## src/rtl/nibble_serial_adder_pkg.sv

```systemverilog
// Shared types and constants for the nibble-serial adder.
package nibble_serial_adder_pkg;

  localparam int NIBBLE_W = 4;

  typedef enum logic [1:0] {
    IDLE = 2'd0,
    RUN  = 2'd1,
    DONE = 2'd2
  } state_e;

  // Width of a nibble index; never narrower than one bit so a single-nibble adder still has a register.
  function automatic int idx_width(input int nibbles);
    return (nibbles <= 1) ? 1 : $clog2(nibbles);
  endfunction

endpackage

```

## src/rtl/nibble_serial_adder_cla.sv

```systemverilog
// Four-bit carry-lookahead adder slice used as the per-nibble datapath.
module cla_4bit (
  input  logic [3:0] a_i,
  input  logic [3:0] b_i,
  input  logic       cin_i,
  output logic [3:0] sum_o,
  output logic       cout_o,
  output logic       pg_o,
  output logic       gg_o
);

  logic [3:0] g;
  logic [3:0] p;
  logic [4:0] c;

  assign g = a_i & b_i;
  assign p = a_i ^ b_i;

  // Every carry is expanded directly from cin so no ripple path exists inside the slice.
  assign c[0] = cin_i;
  assign c[1] = g[0] | (p[0] & cin_i);
  assign c[2] = g[1] | (p[1] & g[0]) | (p[1] & p[0] & cin_i);
  assign c[3] = g[2] | (p[2] & g[1]) | (p[2] & p[1] & g[0])
              | (p[2] & p[1] & p[0] & cin_i);
  assign c[4] = gg_o | (pg_o & cin_i);

  assign pg_o = &p;
  assign gg_o = g[3] | (p[3] & g[2]) | (p[3] & p[2] & g[1])
              | (p[3] & p[2] & p[1] & g[0]);

  assign sum_o  = p ^ c[3:0];
  assign cout_o = c[4];

endmodule

```

## src/rtl/nibble_serial_adder.sv

```systemverilog
// WIDTH-bit adder that reuses one cla_4bit slice, one nibble per clock, LSB first,
// with valid/ready handshakes on operand and result sides.
module nibble_serial_adder
  import nibble_serial_adder_pkg::*;
#(
  parameter int WIDTH = 16
) (
  input  logic             clk,
  input  logic             rst_n,
  input  logic             in_valid,
  output logic             in_ready,
  input  logic [WIDTH-1:0] in_a,
  input  logic [WIDTH-1:0] in_b,
  input  logic             in_cin,
  output logic             out_valid,
  input  logic             out_ready,
  output logic [WIDTH-1:0] out_sum,
  output logic             out_cout,
  output logic             out_ovf
);

  localparam int NIBBLES = WIDTH / NIBBLE_W;
  localparam int IDX_W   = idx_width(NIBBLES);
  localparam logic [IDX_W-1:0] LAST_IDX = IDX_W'(NIBBLES - 1);

  if ((WIDTH < NIBBLE_W) || ((WIDTH % NIBBLE_W) != 0)) begin : g_bad_width
    $error("nibble_serial_adder: WIDTH must be a multiple of 4 and at least 4");
  end

  state_e           state_q, state_d;
  logic [IDX_W-1:0] idx_q, idx_d;
  logic [WIDTH-1:0] a_q, a_d;
  logic [WIDTH-1:0] b_q, b_d;
  logic             carry_q, carry_d;
  logic [WIDTH-1:0] sum_q, sum_d;
  logic             cout_q, cout_d;
  logic             ovf_q, ovf_d;

  logic [NIBBLE_W-1:0] nib_a;
  logic [NIBBLE_W-1:0] nib_b;
  logic [NIBBLE_W-1:0] nib_sum;
  logic                nib_cout;

  assign nib_a = a_q[NIBBLE_W*idx_q +: NIBBLE_W];
  assign nib_b = b_q[NIBBLE_W*idx_q +: NIBBLE_W];

  cla_4bit u_cla (
    .a_i   (nib_a),
    .b_i   (nib_b),
    .cin_i (carry_q),
    .sum_o (nib_sum),
    .cout_o(nib_cout),
    .pg_o  (),
    .gg_o  ()
  );

  always_ff @(posedge clk or negedge rst_n) begin
    if (!rst_n) begin
      state_q <= IDLE;
      idx_q   <= '0;
      a_q     <= '0;
      b_q     <= '0;
      carry_q <= 1'b0;
      sum_q   <= '0;
      cout_q  <= 1'b0;
      ovf_q   <= 1'b0;
    end else begin
      state_q <= state_d;
      idx_q   <= idx_d;
      a_q     <= a_d;
      b_q     <= b_d;
      carry_q <= carry_d;
      sum_q   <= sum_d;
      cout_q  <= cout_d;
      ovf_q   <= ovf_d;
    end
  end

  always_comb begin
    state_d = state_q;
    idx_d   = idx_q;
    a_d     = a_q;
    b_d     = b_q;
    carry_d = carry_q;
    sum_d   = sum_q;
    cout_d  = cout_q;
    ovf_d   = ovf_q;

    unique case (state_q)
      IDLE: begin
        if (in_valid) begin
          a_d     = in_a;
          b_d     = in_b;
          carry_d = in_cin;
          idx_d   = '0;
          state_d = RUN;
        end
      end
      RUN: begin
        sum_d[NIBBLE_W*idx_q +: NIBBLE_W] = nib_sum;
        carry_d = nib_cout;
        idx_d   = idx_q + IDX_W'(1);
        // Flags are only meaningful once the top nibble is known, so they update on the last step.
        if (idx_q == LAST_IDX) begin
          cout_d  = nib_cout;
          ovf_d   = (a_q[WIDTH-1] == b_q[WIDTH-1]) &&
                    (nib_sum[NIBBLE_W-1] != a_q[WIDTH-1]);
          state_d = DONE;
        end
      end
      DONE: begin
        if (out_ready) begin
          state_d = IDLE;
        end
      end
      default: state_d = IDLE;
    endcase
  end

  assign in_ready  = (state_q == IDLE);
  assign out_valid = (state_q == DONE);
  assign out_sum   = sum_q;
  assign out_cout  = cout_q;
  assign out_ovf   = ovf_q;

endmodule

```

## config.mk

```make
export PLATFORM = sky130hd
export DESIGN_NAME = nibble_serial_adder
export DESIGN_NICKNAME = d
export VERILOG_FILES = /design/src/rtl/nibble_serial_adder_pkg.sv /design/src/rtl/nibble_serial_adder_cla.sv /design/src/rtl/nibble_serial_adder.sv
export SDC_FILE = /design/constraint.sdc
export NUM_CORES = 1
export LEC_CHECK = 0
export ABC_CLOCK_PERIOD_IN_PS = 2650
export CAP_MARGIN = 25
export CORE_ASPECT_RATIO = 0.75
export CORE_MARGIN = 4
export CORE_UTILIZATION = 30
export CTS_CLUSTER_SIZE = 24
export DETAILED_ROUTE_END_ITERATION = 12
export PLACE_DENSITY_LB_ADDON = 0.25
export SETUP_SLACK_MARGIN = 0.5
export SYNTH_ARGS = -nofsm -noshare
export SYNTH_HDL_FRONTEND = slang
export SYNTH_SLANG_ARGS = --single-unit
```

## constraint.sdc

```tcl
create_clock -name clk -period 2.65 [get_ports clk]
set_input_delay 0.265 -clock clk [delete_from_list [all_inputs] [get_ports clk]]
set_output_delay 0.265 -clock clk [all_outputs]
set_load 0.05 [all_outputs]
```

==> impl_metrics.csv <==
group,metric,value,unit
yosys,synth_edf_count,0,
placed_design,port_buffers,56,
routing,avgViaCountPerCell,4.78,
sta,finalCritPeriodShare,0.869,
critical_path,crit_arrival,2.53,ns
global_route,grt_use_total,0.121,
placed_design,gp_congestion,0.803,
yosys,synth_area_leader_cell,"dfrtp_1",
global_route,use_met1,0.181,
sta,finClkSkew,0.00638,ns
clock_tree,clockRootBuffer,"clkbuf_16",
global_route,grt_use_met2,0.174,
cells_and_area,layout.nets,306,
outcome,outcome,"finished clean",
die,initial_core_util,0.316,
global_route,grt_max_degree,37,
critical_path,crit_fanout,4,
placed_design,placed_area,0.00335,mm^2
sta,worstMarginPinSlew,0.666,ns
die,pin_count,57,
clock_tree,clk_latency,0.29,ns
clock_tree,clk_pin_slew,0.07,ns
sta,final_hold_viol_count,0,
worst_hold_path,hold_class,"primary input to asynchronous set/reset pin",
yosys,ys_types,33,
critical_path,crit_path_end_kind,"register",
clock_tree,clockBufferDepth,2,
yosys,ys_ff_latch,55,
routing,ant_nets,0,
die,die_area,0.0101,mm^2
die,chipHeight,88.2,um
sta,slew_viol_final,0,
cells_and_area,drive_above_1_share,0.286,
yosys,seq_area_frac_synth,0.536,
clock_tree,clock-sinks,55,
cells_and_area,area_delta_synth_final,39.8,%
sta,setup-violations-final,0,
clock_tree,cts_buffers,5,
yosys,synth_nets,238,
cells_and_area,insertedDiodeCount,0,
routing,routed_wl,5620,um
clock_tree,cts.htree.levels,2,
sta,fmax,0.434,GHz
job,max-cap-violations,0,
global_route,gr-total-overflow,0,
critical_path,crit_slowest_cell,"mux4_2",
die,rows,28,
critical_path,max_stage_delay,0.55,ns
global_route,antenna_found_initial,0,
die,fp.dieW,115,um
clock_tree,cts-hold-fix-buffers,0,
yosys,syn-mean-instance-area,13.5,um^2
critical_path,crit_type,"register to register",
sta,rsz0062_at_grt,"yes",
yosys,yosysTopAreaCellShare,0.536,
critical_path,startpoint_type,"register",
global_route,met3_usage,0.0304,
global_route,grt_pass1_vias,1807,
sta,fin_hold_ws,0.00404,ns
routing,wl_per_cell,15.4,um
clock_tree,cts_tree,"yes",
cells_and_area,fin_area,0.00359,mm^2
global_route,grt_first_pass_wirelength,9540,um
routing,drc_errors,0,
routing,via_count,1740,
global_route,grt_busiest_layer,"met1",
sta,fin_tns_setup,0,ns
routing,first_iter_violations,61,
yosys,synth_common_cells,"dfrtp_1, mux2_2, nand2_1, a22o_1, ha_1",
yosys,synth_most_common_cell,"dfrtp_1",
sta,slew_headroom,0.556,
critical_path,crit_chain,"buf_6, mux4_2, ha_4, a21o_1, and4_4, or4_1, nand3_1",
routing,drtPass1Iterations,4,
yosys,ys.flop_type,"dfrtp_1",
yosys,ys_top_cells_by_area,"dfrtp_1, mux2_2, mux4_2",
placed_design,hpwl,4190,um
die,core_region_area,0.00813,mm^2
critical_path,required,2.88,ns
sta,final.min_clock_period,2.30,ns
yosys,async_flop_share,1.00,
yosys,synthCells,190,
yosys,synth_area,0.00257,mm^2
yosys,ys_warn_count,0,
registers in the layout (all words and copies together) (netlist names):
signal,count
a_q,16
carry_q,1
b_q,16
out_cout,1
state_q,2
out_ovf,1
idx_q,2
out_sum,16
kinds of logic after synthesis:
logic type      Yosys count  share of synthesized area
flops                    55                      0.536
mux                      40                      0.210
simple gates             40                     0.0842
compound gates           30                     0.0862
buf+inv                  12                     0.0204
fa+ha+maj                11                     0.0565
xor+xnor                  2                    0.00682
critical path, delay by kind of cell (launching register included):
kind            cells  cell delay, ns
mux                 1            0.55
flops               1            0.39
fa+ha+maj           1            0.26
compound gates      1            0.17
simple gates        3            0.74
buf+inv             1            0.14
final timing paths:
path                              end  cells past startpoint  slack (ns)     start
min in group clk             out_cout                      2        0.49  out_cout
max                           out_ovf                      7        0.35  idx_q[0]
min reg2reg                  out_cout                      2        0.49  out_cout
max in group asynchronous      a_q[7]                      2        2.06     rst_n
max reg2reg                   out_ovf                      7        0.35  idx_q[0]
min                        out_sum[3]                      1       0.004     rst_n
through the flow:
stage,util,setup WS [ns],cells
after detailed placement,0.412,0.171,351
after global placement,0.412,0.277,351
after floorplan,-,0.351,190
after global routing,0.442,0.290,364
after CTS,0.438,0.343,364
final,0.442,0.348,364
layer usage:
metal | wire, um | share of wire
met1 | 2890 | 0.52
met2 | 2390 | 0.43
met3 | 293 | 0.052
met4 | 39 | 0.0069
met5 | 0 | 0
cell type report:
class | count | area, um^2
Sequential cell | 55 | 1380
Multi-Input combinational cell | 123 | 1250
Fill cell | 742 | 4530
Tap cell | 105 | 131
Timing Repair Buffer | 69 | 681
Clock buffer | 7 | 133
Clock inverter | 1 | 5.00
Inverter | 4 | 15.0
placed cells by master, fill, tap and decap left out, types with 2 or more instances in the layout:
master	n
o31ai_1	2
clkbuf_16	5
mux2_2	27
inv_1	4
dfrtp_1	55
a22o_1	11
nor2b_1	3
buf_6	4
ha_1	6
mux2_1	5
clkdlybuf4s50_1	55
nor2_1	8
mux4_2	8
o31ai_2	5
o21ai_0	3
o21ai_1	2
nand2_1	17
buf_4	8
ha_4	4
clkbuf_1	2
what timing repair did:
item | CTS | global route
setup buffers | 5 | 0
gates resized for setup | 7 | 9
pin swaps | 7 | 5
setup endpoints to repair | 16 | 19
Power is not shown: default switching activity piles up to over one toggle a cycle in this logic, so the estimate is an artifact.
